### config.mk
export PLATFORM = sky130hd
export DESIGN_NAME = uart_transmitter
export DESIGN_NICKNAME = d
export VERILOG_FILES = /design/src/rtl/uart_transmitter.sv
export SDC_FILE = /design/constraint.sdc
export NUM_CORES = 1
export LEC_CHECK = 0
export BUFFER_PORTS_ARGS = -buffer_cell sky130_fd_sc_hd__buf_2
export CAP_MARGIN = 20
export CORE_UTILIZATION = 51
export CTS_CLUSTER_SIZE = 30
export DETAILED_ROUTE_END_ITERATION = 8
export PLACE_DENSITY = 0.74
export SKIP_LAST_GASP = 1
export SLEW_MARGIN = 20
export SYNTH_ARGS = -nofsm -noshare
export SYNTH_HDL_FRONTEND = slang
export SYNTH_SLANG_ARGS = --single-unit
### constraint.sdc
create_clock -name clk -period 5.3 [get_ports clk]
set_input_delay 0.265 -clock clk [delete_from_list [all_inputs] [get_ports clk]]
set_output_delay 0.265 -clock clk [all_outputs]
set_load 0.005 [all_outputs]
### src/rtl/uart_transmitter.sv
`default_nettype none
// ============================================================================
// Module   : uart_transmitter
// Brief    : 8N1 UART transmitter with a one-byte holding register in front of
//            the shift register and a run-time selectable baud rate.
// Revision : 1.0 - initial release
// ============================================================================
module uart_transmitter #(
  parameter int unsigned CLK_FREQ  = 100_000_000,
  parameter int unsigned STOP_BITS = 1
) (
  input  logic       clk,
  input  logic       reset,
  input  logic [2:0] baudrate_set,
  input  logic [7:0] tx_data,
  input  logic       tx_valid,
  output logic       tx_ready,
  output logic       txd,
  output logic       tx_busy
);

  typedef enum logic [1:0] {
    IDLE  = 2'd0,
    START = 2'd1,
    DATA  = 2'd2,
    STOP  = 2'd3
  } state_t;

  localparam logic [19:0] DIV_9600   = 20'(CLK_FREQ / 32'd9600);
  localparam logic [19:0] DIV_19200  = 20'(CLK_FREQ / 32'd19200);
  localparam logic [19:0] DIV_38400  = 20'(CLK_FREQ / 32'd38400);
  localparam logic [19:0] DIV_57600  = 20'(CLK_FREQ / 32'd57600);
  localparam logic [19:0] DIV_115200 = 20'(CLK_FREQ / 32'd115200);
  localparam logic [19:0] DIV_230400 = 20'(CLK_FREQ / 32'd230400);
  localparam logic [19:0] DIV_460800 = 20'(CLK_FREQ / 32'd460800);
  localparam logic [19:0] DIV_921600 = 20'(CLK_FREQ / 32'd921600);
  localparam logic [2:0]  LAST_STOP  = 3'(STOP_BITS - 1);

  state_t      state_q, state_d;
  logic [19:0] div_q, div_d;
  logic [19:0] cnt_q, cnt_d;
  logic [2:0]  bit_q, bit_d;
  logic [7:0]  shift_q, shift_d;
  logic [7:0]  hold_q, hold_d;
  logic        hold_full_q, hold_full_d;
  logic        tx_ready_q, tx_ready_d;
  logic        txd_q, txd_d;
  logic [19:0] div_sel;
  logic        take;

  always_comb begin
    case (baudrate_set)
      3'd0:    div_sel = DIV_9600;
      3'd1:    div_sel = DIV_19200;
      3'd2:    div_sel = DIV_38400;
      3'd3:    div_sel = DIV_57600;
      3'd4:    div_sel = DIV_115200;
      3'd5:    div_sel = DIV_230400;
      3'd6:    div_sel = DIV_460800;
      default: div_sel = DIV_921600;
    endcase
  end

  always_comb begin
    state_d     = state_q;
    div_d       = div_q;
    cnt_d       = cnt_q;
    bit_d       = bit_q;
    shift_d     = shift_q;
    hold_d      = hold_q;
    hold_full_d = hold_full_q;
    take        = 1'b0;

    case (state_q)
      IDLE: begin
        if (hold_full_q) take = 1'b1;
      end
      START: begin
        if (cnt_q == 20'd0) begin
          state_d = DATA;
          cnt_d   = div_q - 20'd1;
          bit_d   = 3'd0;
        end else begin
          cnt_d = cnt_q - 20'd1;
        end
      end
      DATA: begin
        if (cnt_q == 20'd0) begin
          shift_d = {1'b0, shift_q[7:1]};
          cnt_d   = div_q - 20'd1;
          if (bit_q == 3'd7) begin
            state_d = STOP;
            bit_d   = 3'd0;
          end else begin
            bit_d = bit_q + 3'd1;
          end
        end else begin
          cnt_d = cnt_q - 20'd1;
        end
      end
      STOP: begin
        // bit_q counts stop bits here; a waiting byte chains straight into START
        if (cnt_q == 20'd0) begin
          if (bit_q == LAST_STOP) begin
            if (hold_full_q) take = 1'b1;
            else             state_d = IDLE;
          end else begin
            bit_d = bit_q + 3'd1;
            cnt_d = div_q - 20'd1;
          end
        end else begin
          cnt_d = cnt_q - 20'd1;
        end
      end
      default: state_d = IDLE;
    endcase

    if (take) begin
      state_d     = START;
      shift_d     = hold_q;
      hold_full_d = 1'b0;
      div_d       = div_sel;
      cnt_d       = div_sel - 20'd1;
      bit_d       = 3'd0;
    end

    // A same-cycle refill overrides the emptying above
    if (tx_valid && tx_ready_q) begin
      hold_d      = tx_data;
      hold_full_d = 1'b1;
    end

    tx_ready_d = ~hold_full_d;

    case (state_q)
      START:   txd_d = 1'b0;
      DATA:    txd_d = shift_q[0];
      default: txd_d = 1'b1;
    endcase
  end

  always_ff @(posedge clk) begin
    if (reset) begin
      state_q     <= IDLE;
      div_q       <= 20'd0;
      cnt_q       <= 20'd0;
      bit_q       <= 3'd0;
      shift_q     <= 8'd0;
      hold_q      <= 8'd0;
      hold_full_q <= 1'b0;
      tx_ready_q  <= 1'b1;
      txd_q       <= 1'b1;
    end else begin
      state_q     <= state_d;
      div_q       <= div_d;
      cnt_q       <= cnt_d;
      bit_q       <= bit_d;
      shift_q     <= shift_d;
      hold_q      <= hold_d;
      hold_full_q <= hold_full_d;
      tx_ready_q  <= tx_ready_d;
      txd_q       <= txd_d;
    end
  end

  assign tx_ready = tx_ready_q;
  assign txd      = txd_q;
  assign tx_busy  = (state_q != IDLE);

endmodule
`default_nettype wire
==> results.rst, run 1 <==
.. list-table::
   :header-rows: 1

   * - Metric
     - Value
   * - Result of the run
     - finished, final reports clean
   * - Sequence of cells on the critical path
     - inv_1 -> ha_1 -> nor2b_1 -> and3_2 -> nand4_1 -> nand2_1 -> nor2_1 -> a31oi_1 -> ha_1 -> nand2_1 -> nor3_1 -> or3b_1 -> mux2_4
   * - Synth Flop Type
     - sky130_fd_sc_hd__dfxtp_1
   * - Setup_tns
     - 0 ns
   * - Die Y-Extent
     - 82.5 um
   * - Crit path DAT
     - 4.37 ns
   * - Kind of capture point of the worst setup path
     - flip-flop
   * - Via Count
     - 3,043
   * - Pre-CTS worst setup slack
     - 1.27 ns
   * - Number of fillers in the final layout
     - 551
   * - Final critical path time including I/O delays and setup
     - 4.14 ns
   * - Sequential cell area fraction in the yosys report
     - 0.351
   * - Overall power consumption
     - 2.18 mW
   * - DRC errors left
     - 0
   * - Number of slew-limit violations in the final report
     - 0
   * - Proportion of register bits with asynchronous set or reset after synthesis
     - 0
   * - Input/output buffers
     - 16
   * - Starting density of the core
     - 0.542
   * - Power Dens Cells
     - 610 mW/mm2
   * - Main area contributors after synthesis
     - sky130_fd_sc_hd__dfxtp_1, sky130_fd_sc_hd__nor2_1, sky130_fd_sc_hd__nand2_1
   * - Clk_lat worst skew
     - 0.34 ns
   * - Synth unique cells
     - 64
   * - Fin worst setup slack
     - 1.16 ns
   * - WP data required
     - 5.53 ns
   * - Final Cycle Share
     - 0.781
   * - Number of buffers inserted by hold repair at cts
     - 0
   * - Kind of path behind the tightest hold check
     - in2reg
   * - Core Rows
     - 28
   * - Via count of the first global-routing pass
     - 2,779
   * - Post-synthesis register bit count
     - 58
   * - Maximum number of buffers from clock root to sink
     - 2
   * - Hold Slack
     - 0.165 ns
   * - Number of I/O pins
     - 17
   * - Number of warnings reported in the yosys synthesis log
     - 0
   * - Die Area
     - 0.00681 mm2
   * - Global Route Usage Sum
     - 0.257
   * - Cell area after synthesis
     - 0.00331 mm2
   * - Share of cells above drive strength 1
     - 0.121
   * - Nets in the synthesized netlist
     - 438
   * - Post-synthesis cell count
     - 412
   * - Final-report setup violation count
     - 0
   * - Post-CTS setup repair buffer count
     - 0
   * - DRT iter0 DRCs
     - 223
   * - Antenna violations before repair
     - 0
   * - Post-CTS clock slew at the launch and capture registers of the worst setup and hold paths
     - 0.07 ns
   * - Slew @ Worst Pin
     - 1.05 ns
   * - RSZ-0062 raised after global routing
     - false
   * - Final estimated routing congestion in global placement
     - 0.982
   * - Delay of the slowest critical-path stage
     - 0.48 ns
   * - Root Driver
     - sky130_fd_sc_hd__clkbuf_8
   * - Static leakage power
     - 1.39 nW
   * - Layout-stage area growth over the synthesis result
     - 8.17%
   * - Wire length of the first global-routing pass
     - 13.2 mm
   * - Floorplan core area
     - 0.00610 mm2
   * - Number of antenna cells inserted
     - 0
   * - CP startpoint kind
     - flip-flop
   * - Cts repair resizes
     - 0
   * - HPWL after detailed placement
     - 5.49 mm
   * - Cell taking the most area after synthesis
     - sky130_fd_sc_hd__dfxtp_1
   * - Sinks on Clock Net
     - 58
   * - Worst-path maximum fanout
     - 14
   * - Largest net degree at the start of global routing
     - 62
   * - Number of H-tree branching levels
     - 3
   * - Synthesized area per cell
     - 8.03 um2
   * - Maximum VDD drop
     - 0.296 mV
   * - Drt via density
     - 6.14
   * - Max Freq
     - 242 MHz
   * - Number of enable-type register cells in the synthesized netlist
     - 0
   * - Skew final
     - 0.00985 ns
   * - Worst max-slew margin expressed relative to the limit
     - 0.298
   * - Critical path class
     - reg2reg
   * - Fin. Hold Viols
     - 0
   * - Detailed-router iteration count before antenna repair
     - 5
   * - Post-DR wirelength/cell
     - 16.2 um
   * - Max-cap violation count
     - 0
   * - TritonCTS clock tree
     - built
   * - Final net count
     - 442
   * - Overall die width
     - 82.5 um
   * - Antenna-violating nets left
     - 0
   * - Grt ovf
     - 0
   * - Portion of synthesized cell area occupied by the leading cell type
     - 0.351
   * - Num CTS Buffers
     - 9
   * - Total detailed-routing wirelength
     - 8.02 mm
   * - Critical Path Slowest Stage Cell
     - sky130_fd_sc_hd__nand2_1
-- cell usage after synthesis (all sizes together), types with 4 or more instances --
cell,n
nor2,57
a211oi,7
nand2,45
buf,5
a21oi,31
ha,12
a21o,4
nor4,7
and3,7
xnor2,9
nand3,22
a31oi,4
nor2b,4
a311oi,10
mux2i,12
nand4,4
inv,12
clkbuf,22
dfxtp,58
nand2b,4
o21ai,9
nor3,15
-- cells by family (layout without fill, tap and decap cells) --
kind of cell,count (synthesis),in the layout,share of synthesized area
compound gates,93,93,0.204
xor+xnor,10,10,0.0265
fa+ha+maj,12,12,0.0454
buf+inv,39,48,0.0496
flops,58,58,0.351
mux,15,15,0.0477
simple gates,185,185,0.276
-- worst paths after layout --
path | startpoint | to | slack (ns) | cells after the start
setup / recovery | state_q[0] | cnt_q[16] | 1.16 | 13
hold / removal | tx_data[4] | hold_q[4] | 0.17 | 3
setup reg to reg | state_q[0] | cnt_q[16] | 1.16 | 13
hold reg to reg | hold_q[7] | shift_q[7] | 0.46 | 2
-- area by class of cell --
cell class              count  area [um2]  area share
clock buffers              10         128      0.0357
clock inverters             6        57.6      0.0161
inverters                  12        45.0      0.0126
multi-input cells         315        1980       0.554
flip-flops and latches     58        1160       0.325
well taps                  75        93.8      0.0262
repair buffers             20         110      0.0308
-- layout by cell type (no fill, tap or decap), types with 6 or more instances in the layout --
| cell type | n |
|---|---|
| sky130_fd_sc_hd__and3_1 | 6 |
| sky130_fd_sc_hd__a311oi_1 | 10 |
| sky130_fd_sc_hd__nand3_1 | 22 |
| sky130_fd_sc_hd__nor3_1 | 14 |
| sky130_fd_sc_hd__mux2i_1 | 12 |
| sky130_fd_sc_hd__xnor2_1 | 9 |
| sky130_fd_sc_hd__inv_1 | 12 |
| sky130_fd_sc_hd__a211oi_1 | 7 |
| sky130_fd_sc_hd__ha_1 | 12 |
| sky130_fd_sc_hd__a21oi_1 | 29 |
| sky130_fd_sc_hd__clkbuf_8 | 9 |
| sky130_fd_sc_hd__buf_2 | 16 |
| sky130_fd_sc_hd__nor4_1 | 7 |
| sky130_fd_sc_hd__o21ai_0 | 9 |
| sky130_fd_sc_hd__nor2_1 | 57 |
| sky130_fd_sc_hd__dfxtp_1 | 58 |
| sky130_fd_sc_hd__nand2_1 | 45 |
-- routing by layer --
| layer | vias up | global-route usage | wire, um |
|---|---|---|---|
| li1 | 1491 | - | - |
| met1 | 1422 | 0.339 | 3710 |
| met2 | 112 | 0.402 | 3690 |
| met3 | 18 | 0.0473 | 460 |
| met4 | 0 | 0.122 | 157 |
| met5 | - | 0 | 0 |
-- registers in the layout (all words and copies together), names as in the netlist --
name         flops
shift_q          8
cnt_q           20
tx_ready         1
hold_q           8
bit_q            3
state_q          2
txd              1
div_q           14
hold_full_q      1
-- through the flow --
| stage | std cells | util | instance area [um2] |
|---|---|---|---|
| 2_1_floorplan | 412 | - | 3310 |
| 4_1_cts | 496 | 0.587 | 3580 |
| 3_3_place_gp | 480 | 0.556 | 3390 |
| 6_report | 496 | 0.587 | 3580 |
| 5_1_grt | 496 | 0.587 | 3580 |
| 3_5_place_dp | 480 | 0.556 | 3390 |
-- worst max-delay path, delay by kind of cell (launching register included) --
family          cells  cell delay [ns]
simple gates        8             2.40
fa+ha+maj           2             0.61
flops               1             0.41
mux                 1             0.31
compound gates      1             0.18
buf+inv             1             0.12
-- power by group --
part           total, mW  switching (mW)  internal (mW)
Clock              0.392           0.178          0.214
Combinational       1.16           0.726          0.438
Sequential         0.627          0.0913          0.536
Total               2.18           0.996           1.19
No activity file was read; power rests on OpenSTA's default activity.
==> run 2: changes to the inputs <==
Settings changed: PLACE_DENSITY 0.74 to 0.77.
Clock period 5.3 ns to 3.65 ns, I/O delays scaled along.
==> run 2 against run 1 <==
Effect of this change:
- non-clock buffer count rose by 6
- via count up 1.7%
- cell count up 1.2%
- global-route usage decreased by 0.17 points
- power increased by 52%
- first-iteration DRC count down 8.5%
- routed wire length fell by 0.22%
- critical path type unchanged
- highest routed layer unchanged
- fmax rose by 23%
- largest power group unchanged
==> results.rst, run 2 (synthesis results as in run 1) <==
.. list-table::
   :header-rows: 1

   * - Metric
     - Value
   * - Largest registers in the final layout
     - cnt_q (20), div_q (14)
   * - Starting density of the core
     - 0.542
   * - Die Area
     - 0.00681 mm2
   * - Slew @ Worst Pin
     - 0.676 ns
   * - Final estimated routing congestion in global placement
     - 0.929
   * - Power Dens Cells
     - 901 mW/mm2
   * - Max Freq
     - 297 MHz
   * - Num CTS Buffers
     - 9
   * - Post-Layout Inst Area
     - 0.00367 mm2
   * - CP startpoint kind
     - flip-flop
   * - Die Y-Extent
     - 82.5 um
   * - Most used cells in the layout excluding fill and tap cells
     - sky130_fd_sc_hd__dfxtp_1, sky130_fd_sc_hd__nor2_1, sky130_fd_sc_hd__nand2_1
   * - Number of antenna cells inserted
     - 0
   * - Max-cap violation count
     - 0
   * - Grt ovf
     - 0
   * - Number of I/O pins
     - 17
   * - Global Route Usage Sum
     - 0.255
   * - RSZ-0062 raised after global routing
     - false
   * - Final net count
     - 448
   * - HPWL after detailed placement
     - 5.55 mm
   * - Pre-CTS worst setup slack
     - 0.248 ns
   * - Critical path class
     - reg2reg
   * - Skew final
     - 0.00743 ns
   * - Worst-path maximum fanout
     - 5
   * - Crit path DAT
     - 3.61 ns
   * - Worst reg-to-reg setup slack
     - 0.28 ns
   * - Root Driver
     - sky130_fd_sc_hd__clkbuf_8
   * - Clk_lat worst skew
     - 0.36 ns
   * - Register name with the most flops
     - cnt_q
   * - Setup_tns
     - 0 ns
   * - Static leakage power
     - 1.43 nW
   * - End of the worst hold path
     - hold_q[2]
   * - Kind of capture point of the worst setup path
     - flip-flop
   * - Overall die width
     - 82.5 um
   * - Fin worst setup slack
     - 0.284 ns
   * - DRT iter0 DRCs
     - 204
   * - Core Rows
     - 28
   * - Floorplan core area
     - 0.00610 mm2
   * - Total placed instance area
     - 0.00344 mm2
   * - Sinks on Clock Net
     - 58
   * - Result of the run
     - finished, final reports clean
   * - Antenna violations before repair
     - 0
   * - Number of H-tree branching levels
     - 3
   * - Via count of the first global-routing pass
     - 2,653
   * - Via Count
     - 3,096
   * - Fin. Hold Viols
     - 0
   * - DRC errors left
     - 0
   * - Startpoint of the tightest hold check path
     - tx_data[2]
   * - Post-layout util
     - 0.603
   * - Most common library cell in the layout ignoring fill and taps
     - sky130_fd_sc_hd__dfxtp_1
   * - Post-CTS clock slew at the launch and capture registers of the worst setup and hold paths
     - 0.07 ns
   * - Final Cycle Share
     - 0.922
   * - Worst max-slew margin expressed relative to the limit
     - 0.545
   * - Worst r2r path cells
     - 13
   * - Largest net degree at the start of global routing
     - 43
   * - Total detailed-routing wirelength
     - 8.00 mm
   * - Finished Layout Cells
     - 502
   * - Maximum VDD drop
     - 0.476 mV
   * - Share of cells above drive strength 1
     - 0.143
   * - Overall power consumption
     - 3.31 mW
   * - Final-report setup violation count
     - 0
   * - Largest register FFs
     - 20
   * - Antenna-violating nets left
     - 0
   * - Wire length of the first global-routing pass
     - 12.9 mm
   * - Kind of path behind the tightest hold check
     - in2reg
   * - Launching point of the worst reg2reg path
     - state_q[0]
   * - TritonCTS clock tree
     - built
   * - Depth of the worst hold-timing path
     - 3
   * - Number of slew-limit violations in the final report
     - 0
   * - Final critical path time including I/O delays and setup
     - 3.37 ns
   * - Layout-stage area growth over the synthesis result
     - 11.1%
   * - Placed cell count
     - 486
   * - Post-DR wirelength/cell
     - 15.9 um
   * - Input/output buffers
     - 16
   * - Hold Slack
     - 0.0641 ns
   * - Detailed-router iteration count before antenna repair
     - 5
   * - Drt via density
     - 6.17
   * - Worst flop-to-flop path endpoint
     - cnt_q[16]
   * - WP data required
     - 3.90 ns
   * - Maximum number of buffers from clock root to sink
     - 2
[run 2: final cells by class]
type | count | area, um2
sequential | 58 | 1160
clock inverter | 6 | 90.1
timing repair buffer | 26 | 155
multi-input combinational | 315 | 1990
tap | 75 | 93.8
fill | 568 | 2420
clock buffer | 10 | 138
inverter | 12 | 45.0
[run 2: what timing repair did]
item	CTS	global route
buffers inserted	0	0
endpoints found under the setup margin	0	2
gates resized for setup	0	1
hold buffers	0	0
[run 2: worst max-delay path by stage]
stage	to	slack, ns	cells after the start	start
2_1_floorplan	cnt_q[16]	0.04	15	state_q[0]
3_3_place_gp	cnt_q[16]	0.41	13	state_q[0]
3_5_place_dp	cnt_q[16]	0.25	13	state_q[0]
4_1_cts	cnt_q[16]	0.24	13	state_q[0]
5_1_grt	cnt_q[16]	0.1	13	state_q[0]
6_report	cnt_q[16]	0.28	13	state_q[0]
[run 2: routing by layer]
metal / global-route usage / share of wire / up-vias
met5: 0 / 0 / -
met1: 0.333 / 0.46 / 1446
met3: 0.0703 / 0.063 / 19
met4: 0.0983 / 0.026 / 0
li1: - / - / 1504
met2: 0.398 / 0.45 / 127
[run 2: report_power, final]
group	switching [mW]	internal [mW]	leakage, nW
Sequential	0.127	0.778	0.474
Clock	0.282	0.403	0.112
Combinational	1.06	0.658	0.846
Total	1.47	1.84	1.43
[run 2: worst max-delay path: stages (launching register included)]
cell	delay (ns)
sky130_fd_sc_hd__dfxtp_1	0.41
sky130_fd_sc_hd__inv_1	0.11
sky130_fd_sc_hd__ha_1	0.36
sky130_fd_sc_hd__nor2b_2	0.20
sky130_fd_sc_hd__and3_2	0.29
sky130_fd_sc_hd__nand4_1	0.16
sky130_fd_sc_hd__nand2_2	0.15
sky130_fd_sc_hd__nor2_1	0.06
sky130_fd_sc_hd__a31oi_1	0.16
sky130_fd_sc_hd__ha_1	0.22
sky130_fd_sc_hd__nand2_1	0.16
sky130_fd_sc_hd__nor3_2	0.24
sky130_fd_sc_hd__or3b_1	0.42
sky130_fd_sc_hd__mux2_4	0.31
